===== src/rtl/spi_reg_arbiter.sv =====
// PWM configuration register bank with round-robin arbitration between SPI frames and a local write port.
// Optional macro SHADOW_UPDATE_EN: commits go to shadow registers, outputs reload on update_strobe.
module spi_reg_arbiter #(
  parameter int NUM_REGS = 5,
  parameter int ADDR_W   = 7,
  parameter int DATA_W   = 8
) (
  input  logic              clk,
  input  logic              rst_n,
  input  logic              spi_valid,
  input  logic              spi_wr,
  input  logic [ADDR_W-1:0] spi_addr,
  input  logic [DATA_W-1:0] spi_data,
  output logic              spi_ready,
  input  logic              loc_valid,
  input  logic [ADDR_W-1:0] loc_addr,
  input  logic [DATA_W-1:0] loc_data,
  output logic              loc_ready,
  output logic [DATA_W-1:0] en_reg_out_7_0,
  output logic [DATA_W-1:0] en_reg_out_15_8,
  output logic [DATA_W-1:0] en_reg_pwm_7_0,
  output logic [DATA_W-1:0] en_reg_pwm_15_8,
  output logic [DATA_W-1:0] pwm_duty_cycle,
`ifdef SHADOW_UPDATE_EN
  input  logic              update_strobe,
`endif
  output logic              commit_pulse,
  output logic              err_pulse,
  output logic              err_src
);

  typedef enum logic {IDLE = 1'b0, WRITE = 1'b1} state_t;
  localparam logic SRC_SPI = 1'b0;
  localparam logic SRC_LOC = 1'b1;

  logic              spi_full_r, spi_wr_r;
  logic [ADDR_W-1:0] spi_addr_r;
  logic [DATA_W-1:0] spi_data_r;
  logic              loc_full_r;
  logic [ADDR_W-1:0] loc_addr_r;
  logic [DATA_W-1:0] loc_data_r;

  state_t state_r, state_nx_s;
  logic   sel_r, sel_nx_s, last_grant_r;

  logic [ADDR_W-1:0] wr_addr_s;
  logic [DATA_W-1:0] wr_data_s;
  logic              wr_bit_s, commit_s, drop_s, clr_spi_s, clr_loc_s;

  logic [DATA_W-1:0] bank_r    [NUM_REGS];
  logic [DATA_W-1:0] bank_nx_s [NUM_REGS];
  logic [DATA_W-1:0] out_s     [NUM_REGS];

  logic commit_pulse_r, err_pulse_r, err_src_r;

  // Holding buffers: a full buffer blocks acceptance, so a clear and a refill never share an edge.
  always_ff @(posedge clk or negedge rst_n) begin
    if (!rst_n) begin
      spi_full_r <= 1'b0;
      spi_wr_r   <= 1'b0;
      spi_addr_r <= '0;
      spi_data_r <= '0;
      loc_full_r <= 1'b0;
      loc_addr_r <= '0;
      loc_data_r <= '0;
    end else begin
      if (clr_spi_s) begin
        spi_full_r <= 1'b0;
      end else if (spi_valid && !spi_full_r) begin
        spi_full_r <= 1'b1;
        spi_wr_r   <= spi_wr;
        spi_addr_r <= spi_addr;
        spi_data_r <= spi_data;
      end
      if (clr_loc_s) begin
        loc_full_r <= 1'b0;
      end else if (loc_valid && !loc_full_r) begin
        loc_full_r <= 1'b1;
        loc_addr_r <= loc_addr;
        loc_data_r <= loc_data;
      end
    end
  end

  // FSM state register, including the grant selection and round-robin history.
  always_ff @(posedge clk or negedge rst_n) begin
    if (!rst_n) begin
      state_r      <= IDLE;
      sel_r        <= SRC_SPI;
      last_grant_r <= SRC_LOC;
    end else begin
      state_r <= state_nx_s;
      sel_r   <= sel_nx_s;
      if (state_r == WRITE) begin
        last_grant_r <= sel_r;
      end
    end
  end

  // Next-state logic: when both buffers are full the source not granted last wins.
  always_comb begin
    state_nx_s = state_r;
    sel_nx_s   = sel_r;
    case (state_r)
      IDLE: begin
        if (spi_full_r && loc_full_r) begin
          sel_nx_s   = ~last_grant_r;
          state_nx_s = WRITE;
        end else if (spi_full_r) begin
          sel_nx_s   = SRC_SPI;
          state_nx_s = WRITE;
        end else if (loc_full_r) begin
          sel_nx_s   = SRC_LOC;
          state_nx_s = WRITE;
        end else begin
          state_nx_s = IDLE;
        end
      end
      WRITE:   state_nx_s = IDLE;
      default: state_nx_s = IDLE;
    endcase
  end

  // Output logic: in WRITE, route the selected buffer and classify the write as commit or drop.
  always_comb begin
    wr_addr_s = '0;
    wr_data_s = '0;
    wr_bit_s  = 1'b0;
    commit_s  = 1'b0;
    drop_s    = 1'b0;
    clr_spi_s = 1'b0;
    clr_loc_s = 1'b0;
    case (state_r)
      WRITE: begin
        if (sel_r == SRC_LOC) begin
          wr_addr_s = loc_addr_r;
          wr_data_s = loc_data_r;
          wr_bit_s  = 1'b1;
          clr_loc_s = 1'b1;
        end else begin
          wr_addr_s = spi_addr_r;
          wr_data_s = spi_data_r;
          wr_bit_s  = spi_wr_r;
          clr_spi_s = 1'b1;
        end
        if (wr_bit_s && (wr_addr_s < ADDR_W'(NUM_REGS))) begin
          commit_s = 1'b1;
        end else begin
          drop_s = 1'b1;
        end
      end
      default: begin
        commit_s = 1'b0;
        drop_s   = 1'b0;
      end
    endcase
  end

  // Next value of the register bank after a possible commit.
  always_comb begin
    for (int i = 0; i < NUM_REGS; i++) begin
      if (commit_s && (wr_addr_s == ADDR_W'(i))) begin
        bank_nx_s[i] = wr_data_s;
      end else begin
        bank_nx_s[i] = bank_r[i];
      end
    end
  end

  // Register bank (the shadow copy when shadow updates are enabled).
  always_ff @(posedge clk or negedge rst_n) begin
    if (!rst_n) begin
      for (int i = 0; i < NUM_REGS; i++) begin
        bank_r[i] <= '0;
      end
    end else begin
      for (int i = 0; i < NUM_REGS; i++) begin
        bank_r[i] <= bank_nx_s[i];
      end
    end
  end

`ifdef SHADOW_UPDATE_EN
  logic [DATA_W-1:0] live_r [NUM_REGS];

  // Live outputs reload from the shadows; a coincident commit is taken on the same edge.
  always_ff @(posedge clk or negedge rst_n) begin
    if (!rst_n) begin
      for (int i = 0; i < NUM_REGS; i++) begin
        live_r[i] <= '0;
      end
    end else if (update_strobe) begin
      for (int i = 0; i < NUM_REGS; i++) begin
        live_r[i] <= bank_nx_s[i];
      end
    end
  end

  assign out_s = live_r;
`else
  assign out_s = bank_r;
`endif

  // Status pulses; err_src keeps the source of the most recent drop.
  always_ff @(posedge clk or negedge rst_n) begin
    if (!rst_n) begin
      commit_pulse_r <= 1'b0;
      err_pulse_r    <= 1'b0;
      err_src_r      <= 1'b0;
    end else begin
      commit_pulse_r <= commit_s;
      err_pulse_r    <= drop_s;
      if (drop_s) begin
        err_src_r <= sel_r;
      end
    end
  end

  assign spi_ready       = ~spi_full_r;
  assign loc_ready       = ~loc_full_r;
  assign en_reg_out_7_0  = out_s[0];
  assign en_reg_out_15_8 = out_s[1];
  assign en_reg_pwm_7_0  = out_s[2];
  assign en_reg_pwm_15_8 = out_s[3];
  assign pwm_duty_cycle  = out_s[4];
  assign commit_pulse    = commit_pulse_r;
  assign err_pulse       = err_pulse_r;
  assign err_src         = err_src_r;

endmodule


===== config.mk =====
export PLATFORM = sky130hd
export DESIGN_NAME = spi_reg_arbiter
export DESIGN_NICKNAME = d
export VERILOG_FILES = /design/src/rtl/spi_reg_arbiter.sv
export SDC_FILE = /design/constraint.sdc
export NUM_CORES = 1
export LEC_CHECK = 0
export CORE_MARGIN = 1
export CORE_UTILIZATION = 49
export DETAILED_ROUTE_END_ITERATION = 7
export PLACE_DENSITY = 0.79
export SETUP_SLACK_MARGIN = 0.02
export SYNTH_ARGS = -nofsm -noshare
export SYNTH_HDL_FRONTEND = slang
export SYNTH_SLANG_ARGS = --single-unit

===== constraint.sdc =====
create_clock -name clk -period 2.1 [get_ports clk]
set_input_delay 0.21 -clock clk [delete_from_list [all_inputs] [get_ports clk]]
set_output_delay 0.21 -clock clk [all_outputs]
set_load 0.03 [all_outputs]

* Yosys cells after proc, flatten, opt, wreduce, memory -nomap -nowiden
Cells that the tools add are included.
Widths: inputs -> output; s select.
** Cells by class
- $lt $le $gt $ge :: 1
- Eq/ne operators :: 4
- Mux-type cells :: 26
- Bitwise gates (word level) :: 6
- Reduce and logical (&&, ||, !) cells :: 18
** Operators with widths (number)
- $mux 7 :: 3
- $mux 1 :: 20
- $mux 8 :: 2
- $eq 7x2->1 const B :: 2
- $logic_and 1x1->1 :: 9
- $eq 7x1->1 const B :: 1
- $eq 7x3->1 const B :: 1
- $logic_not 7->1 :: 1
- $lt 7x3->1 const B :: 1
- $not 1->1 :: 6
- $reduce_and 2->1 :: 3
- $reduce_bool 2->1 :: 2
- $reduce_bool 3->1 :: 1
- $logic_not 1->1 :: 2
- $pmux 1 s2 :: 1
** Word-level totals
- Register bits after elaboration :: 79
- Input port bits :: 35
- Output and inout bits :: 45
- Word-level logic and storage cells :: 73

* Logic depth before layout (Yosys ltp)
Gate-level depths: netlist of the first run.
- Depth in word-level cells :: 7
- Mapped depth :: 5
- Gate-level depth less buffers :: 4

* Worst setup path after synthesis of the first run
OpenSTA, ideal clock, no wires.
- Kind :: reg-to-reg
- From :: register sel_r
- To :: register bank_r (netlist bit en_reg_pwm_15_8[0])
- Library setup time :: 0.125 ns
- Arrival :: 1.849 ns
- Required time :: 1.975 ns
- Setup slack :: 0.126 ns
- Cell stages (with the launch flop) :: 6
- Path buffers :: 1
- Clock period less this slack :: 1.974 ns
- Path through :: dfrtp_1 -> buf_6 -> nor4_4 -> o221ai_4 -> a211oi_4 -> mux2_2
** Between the ends
- Word-level cells in the longest chain between the ends :: 7
- Elaborated cells between the ends (all ways) :: 13
- Classes of those cells :: order compare: 1; eq/ne: 1; mux: 9; reduce/logical: 2
** RTL lines
- from (decl) :: line 44 : logic sel_r, sel_nx_s, last_grant_r;
- from (signal assigned) :: line 93 : sel_r <= sel_nx_s;
- $mux 7 :: line 135 : if (sel_r == SRC_LOC) begin
- $mux 7 :: line 133 : case (state_r)
- $lt 7x3->1 :: line 146 : if (wr_bit_s && (wr_addr_s < ADDR_W'(NUM_REGS))) begin
- $logic_and 1x1->1 :: line 146
- $mux 1 :: line 146
- $mux 1 :: line 133
- $logic_and 1x1->1 :: line 162 : if (commit_s && (wr_addr_s == ADDR_W'(i))) begin
- to (signal, indexed assignment) :: line 178 : bank_r[i] <= bank_nx_s[i];
- to (decl) :: line 50 : logic [DATA_W-1:0] bank_r [NUM_REGS];
Several ways; a longest one is shown, not always the timed one. The select of a mux whose other input is x is not followed.
A chain may end at the register's enable or synchronous reset.

* Final worst setup path of the first run
- From :: register sel_r
- To :: register bank_r (netlist bit en_reg_pwm_15_8[4])
The elaborated chain is that of the path after synthesis.

==> reports/metrics.cfg, run 1 <==
[worst_setup_path]
worstSetupPathType = flip-flop to flip-flop
slowest_delay_ns = 0.45
crit_buf_inv = 1
crit_path_start_kind = flip-flop
end_kind = flip-flop
cp_max_fo = 8
cp.arrival_ns = 2.24
cp_top_family = compound AO/OA/AOI/OAI gates
critical_path.slowest_cell = dfrtp_2
worstPathRequired_ns = 2.33
cp_cell_sequence = nor4_4, o221ai_4, a211oi_4, buf_12, mux2_2

[synthesis]
synth-seq-cells = 79
synthesis.nets = 252
ys_seq_area_frac = 0.600
yosys.area.top_type = dfrtp_1
synthXorXnorAreaFrac = 0
muxShareOfSynthArea = 0.270
ys.flop_type = dfrtp_1
async_flop_share = 1.00
synth_area_leaders = dfrtp_1 59%, mux2_2 24%, mux2i_1 2.4%
yosys_warnings = 0
yosysUniqueCellTypes = 32
syn_avg_cell_area_um2 = 15.2
synth_area_mm2 = 0.00330
postSynthCellCount = 217
synth-adder-area-share = 0
synth_top_family_by_area = multiplexers
synth.top_cell.area_share = 0.592
synth_compound_area_frac = 0.0467
synthSimpleGateAreaFrac = 0.0706
synth-edff-count = 0

[global_route]
grt_pass1_vias = 2257
grt_start_max_net_pins = 49
overflow = 0
grt_usage = 0.218
antenna_found_initial = 0
grt_pass1_wl_um = 11400

[clock_network]
cts_buffers = 9
htreeDepth = 3
path_clk_slew_ns = 0.08
clock_path_buffers = 2
clk_latency_ns = 0.35
cts_tree = built
clock_sinks = 79
cts_root_buf = clkbuf_8

[final_layout]
nFillCells = 434
drive_gt1_frac = 0.374
final_cell_mix = 78 x clkdlybuf4s50_1, 77 x dfrtp_1, 71 x mux2_2
area_growth_pct = 39.5
multi_input_area_mm2 = 0.00129
antenna_cells = 0
regArea_mm2 = 0.00198
design_area_mm2 = 0.00460
fin_nets = 359
final_common_cell = clkdlybuf4s50_1
fin_util = 0.716
final_cells = 406

[place]
place_inst = 389
dp_slack_ns = 0.0351
hpwl_um = 5220
gp_congestion = 0.796
placed_area_mm2 = 0.00436
io_buffers = 79

[sta]
max_slew.worst_pin.slew_ns = 0.614
fin_ws_ns = 0.0896
drv_slew = 0
fin_setup_tns_ns = 0
hold_viol_final = 0
relSlewSlack = 0.591
post-route-period-util = 0.957
fin_crit_ns = 2.01
hold_slack_ns = 0.413
finClkSkew_ns = 0.00888
rsz0062_at_grt = false
clock.fmax_mhz = 497
setup_viol = 0

[floorplan]
start_util = 0.514
die_area_mm2 = 0.00706
die_h_um = 84.0
die_w_um = 84.0
core-area_mm2 = 0.00642
rows = 29
ios = 80

[status]
status = finished, violations left
violations = design-rule violations

[route]
num_vias = 2135
ant_nets = 0
wl_per_cell_um = 17.3
vias_per_cell = 5.26
drt_wl_total_um = 7040
route.detailed.drc = 12
firstDrtPassIters = 6
drtIter0Drc = 72

[power_and_ir_drop]
p_leak_nw = 2.04
finalPower_mw = 5.99
peakVddDrop_mv = 0.830
power_density_mw_per_mm2 = 1300

[hold_path]
min_path_type = input pin to async pin

[flow_run]
cap_violations = 0

[worst paths after layout]
kind	slack (ns)	from	depth (start not counted)	end
setup / recovery	0.09	sel_r$_DFFE_PN0P_	5	en_reg_pwm_15_8[4]$_DFFE_PN0P_
setup reg to reg	0.09	sel_r$_DFFE_PN0P_	5	en_reg_pwm_15_8[4]$_DFFE_PN0P_
max in group asynchronous	1.09	rst_n	3	sel_r$_DFFE_PN0P_
hold / removal	0.41	rst_n	2	loc_addr_r[5]$_DFFE_PN0P_
min in group clk	0.46	spi_data[4]	2	spi_data_r[4]$_DFFE_PN0P_
hold reg to reg	0.48	last_grant_r$_DFFE_PN1P_	2	last_grant_r$_DFFE_PN1P_
[registers in the layout, indices dropped and copies added (netlist names), 7 cells and up]
signal           flops
pwm_duty_cycle       8
en_reg_pwm_7_0       8
en_reg_out_15_8      8
loc_addr_r           7
spi_data_r           8
en_reg_pwm_15_8      8
en_reg_out_7_0       8
spi_addr_r           7
loc_data_r           8
[synthesized netlist by cell type (all sizes together), types with 3 or more instances]
master   n
nor2    15
nand3b   4
nor3     3
nand3    3
dfrtp   78
a211oi   3
clkbuf   3
nor3b    3
mux2i    8
inv      4
mux2    72
nand2    3
[cells by family after synthesis]
logic type             Yosys count
flip-flops                      79
AO/OA/AOI/OAI                   13
multiplexers                    80
AND/OR/NAND/NOR                 36
buffers and inverters            9
[power by group]
part | total [mW] | internal, mW | switching [mW]
combinational | 2.43 | 1.17 | 1.26
clock | 1.13 | 0.587 | 0.542
sequential | 2.42 | 2.05 | 0.376
[routing by layer]
layer / vias up / part of all wire / global-route usage / routed length, um
met5: - / 0 / 0 / 0
met4: 0 / 0.011 / 0.0674 / 78
met3: 6 / 0.070 / 0.0821 / 492
met2: 70 / 0.47 / 0.346 / 3320
met1: 1066 / 0.45 / 0.277 / 3150
li1: 993 / - / - / -
[cell type report]
type / count / share of cell area
sequential: 79 / 0.430
multi-input combinational: 129 / 0.281
inverter: 4 / 0.00326
tap: 77 / 0.0209
timing repair buffer: 101 / 0.220
clock buffer: 10 / 0.0299
clock inverter: 6 / 0.0147
[timing repair]
item                                   in CTS  in global routing
endpoints found under the hold margin      46                  0
buffers inserted                            0                  0
hold buffers                                1                  0
resized for setup                           0                  5
setup endpoints to repair                   0                 40
(Power assumes the default switching activity.)
==> run 2, diff against run 1 <==
--- a/config.mk
+++ b/config.mk
@@ -9,7 +9,7 @@
 export CORE_UTILIZATION = 49
 export DETAILED_ROUTE_END_ITERATION = 7
 export PLACE_DENSITY = 0.79
-export SETUP_SLACK_MARGIN = 0.02
+export SKIP_LAST_GASP = 1
 export SYNTH_ARGS = -nofsm -noshare
 export SYNTH_HDL_FRONTEND = slang
 export SYNTH_SLANG_ARGS = --single-unit
==> run 2 against run 1 <==
The run still ends with design-rule violations left. Sequential power about the same. Final cell count unchanged. Clock-buffer cell count unchanged. Utilization down 0.14 points. Largest cell class unchanged. Largest power group unchanged.
==> reports/metrics.cfg, run 2 (synthesis gave the netlist of run 1 again) <==
[sta]
clock.fmax_mhz = 494  ; -0.63%
hold_viol_final = 0  ; unchanged
rsz0062_at_grt = false
finClkSkew_ns = 0.00882  ; -0.0000579 ns
fin_crit_ns = 2.02  ; +0.0127 ns
max_slew.worst_pin.slew_ns = 0.614  ; -0.000156 ns
drv_slew = 0  ; unchanged
post-route-period-util = 0.963  ; +0.00603
fin_setup_tns_ns = 0  ; unchanged
relSlewSlack = 0.591  ; about the same
setup_viol = 0  ; unchanged
fin_ws_ns = 0.0770  ; -0.0127 ns

[clock_network]
clock_path_buffers = 2  ; unchanged
htreeDepth = 3  ; unchanged
path_clk_slew_ns = 0.08  ; about the same
clk_latency_ns = 0.35  ; about the same
cts_buffers = 9  ; unchanged
cts_root_buf = clkbuf_8
clock_sinks = 79  ; unchanged
cts_tree = built

[final_layout]
area_growth_pct = 39.2
regArea_mm2 = 0.00198  ; unchanged
final_common_cell = clkdlybuf4s50_1
drive_gt1_frac = 0.371  ; -0.00304
fin_util = 0.715  ; -0.00136
design_area_mm2 = 0.00459  ; -0.19%
antenna_cells = 0  ; unchanged
nFillCells = 437  ; +0.69%
fin_nets = 359  ; unchanged
final_cell_mix = 78 x clkdlybuf4s50_1, 77 x dfrtp_1, 71 x mux2_2
multi_input_area_mm2 = 0.00129  ; -0.39%

[route]
num_vias = 2110  ; -1.2%
drtIter0Drc = 77  ; +6.9%
firstDrtPassIters = 6  ; unchanged
drt_wl_total_um = 7050  ; about the same
wl_per_cell_um = 17.4  ; about the same
vias_per_cell = 5.20  ; -1.2%
route.detailed.drc = 12  ; unchanged
ant_nets = 0  ; unchanged

[status]
violations = design-rule violations
status = finished, violations left

[place]
dp_slack_ns = 0.0351  ; unchanged
io_buffers = 79  ; unchanged
placed_area_mm2 = 0.00436  ; unchanged
hpwl_um = 5220  ; unchanged
gp_congestion = 0.796  ; unchanged

[worst_setup_path]
path_depth = 7  ; +2
end_kind = flip-flop
crit_buf_inv = 3  ; +2
critical_path.slowest_cell = dfrtp_2
rrSetupSlack_ns = 0.08  ; about the same
worstSetupPathType = flip-flop to flip-flop
cp_common_cell = buf_4
cp_cell_sequence = buf_4, nor3_1, buf_4, nand3_1, a211oi_4, buf_12, mux2_2
crit_path_start_kind = flip-flop
r2r_cells = 7  ; +2
worstPathRequired_ns = 2.33  ; about the same
cp_max_fo = 8  ; unchanged
cp.arrival_ns = 2.26  ; +0.02 ns
slowest_delay_ns = 0.45  ; about the same
cp_top_family = buffers and inverters

[floorplan]
ios = 80  ; unchanged
rows = 29  ; unchanged
start_util = 0.514  ; unchanged
die_area_mm2 = 0.00706  ; unchanged
die_w_um = 84.0  ; unchanged
core-area_mm2 = 0.00642  ; unchanged
die_h_um = 84.0  ; unchanged

[global_route]
grt_pass1_vias = 2257  ; unchanged
antenna_found_initial = 0  ; unchanged
grt_usage = 0.218  ; unchanged
grt_start_max_net_pins = 49  ; unchanged
grt_pass1_wl_um = 11400  ; unchanged
overflow = 0  ; unchanged

[hold_path]
min_path_type = input pin to async pin

[power_and_ir_drop]
finalPower_mw = 5.98  ; -0.11%
power_density_mw_per_mm2 = 1300  ; about the same
peakVddDrop_mv = 0.829  ; -0.16%
p_leak_nw = 2.04  ; -0.13%

[flow_run]
cap_violations = 0  ; unchanged

==> run 2: cell count changes in the layout (fill, tap and decap cells not counted) <==
cell	before	now
buf_4	17	18
buf_6	1	0
nor3b_1	1	2
nor3b_2	2	1
==> run 2: worst paths after layout <==
check	to	start
worst max-delay path	en_reg_pwm_15_8[4]$_DFFE_PN0P_	sel_r$_DFFE_PN0P_
min in group clk	spi_data_r[4]$_DFFE_PN0P_	spi_data[4]
worst min-delay path	loc_addr_r[5]$_DFFE_PN0P_	rst_n
worst max register to register	en_reg_pwm_15_8[4]$_DFFE_PN0P_	sel_r$_DFFE_PN0P_
worst min register to register	last_grant_r$_DFFE_PN1P_	last_grant_r$_DFFE_PN1P_
max in group asynchronous	sel_r$_DFFE_PN0P_	rst_n
==> run 2: timing repair <==
item / in CTS / in global routing
setup endpoints to repair: 0 / 40
gates resized for setup: 0 / 3
hold buffers: 1 / 0
hold endpoints to repair: 46 / 0
buffers inserted: 0 / 0
==> run 2: per-layer routing <==
layer,vias up,wire (um),GRT usage
li1,989,-,-
met1,1045,3130,0.277
met2,70,3340,0.346
met3,6,498,0.0821
met4,0,78,0.0674
met5,-,0,0
==> run 2: metrics by stage <==
stage,hold slack (ns),cells
2_1_floorplan,-0.0856,217
6_report,0.413,406
5_1_grt,0.446,406
4_1_cts,0.419,406
3_5_place_dp,0.265,389
3_3_place_gp,0.259,389
==> run 2: area by class of cell <==
type / instances / share of cell area
timing repair buffer: 101 / 0.219
multi-input combinational: 129 / 0.281
clock buffer: 10 / 0.0300
clock inverter: 6 / 0.0147
inverter: 4 / 0.00327
sequential: 79 / 0.431
tap: 77 / 0.0210
==> run 2: power breakdown <==
part | internal [mW] | switching [mW] | total [mW]
Sequential | 2.05 | 0.370 | 2.42
Combinational | 1.17 | 1.26 | 2.43
Clock | 0.587 | 0.544 | 1.13
Total | 3.80 | 2.17 | 5.98
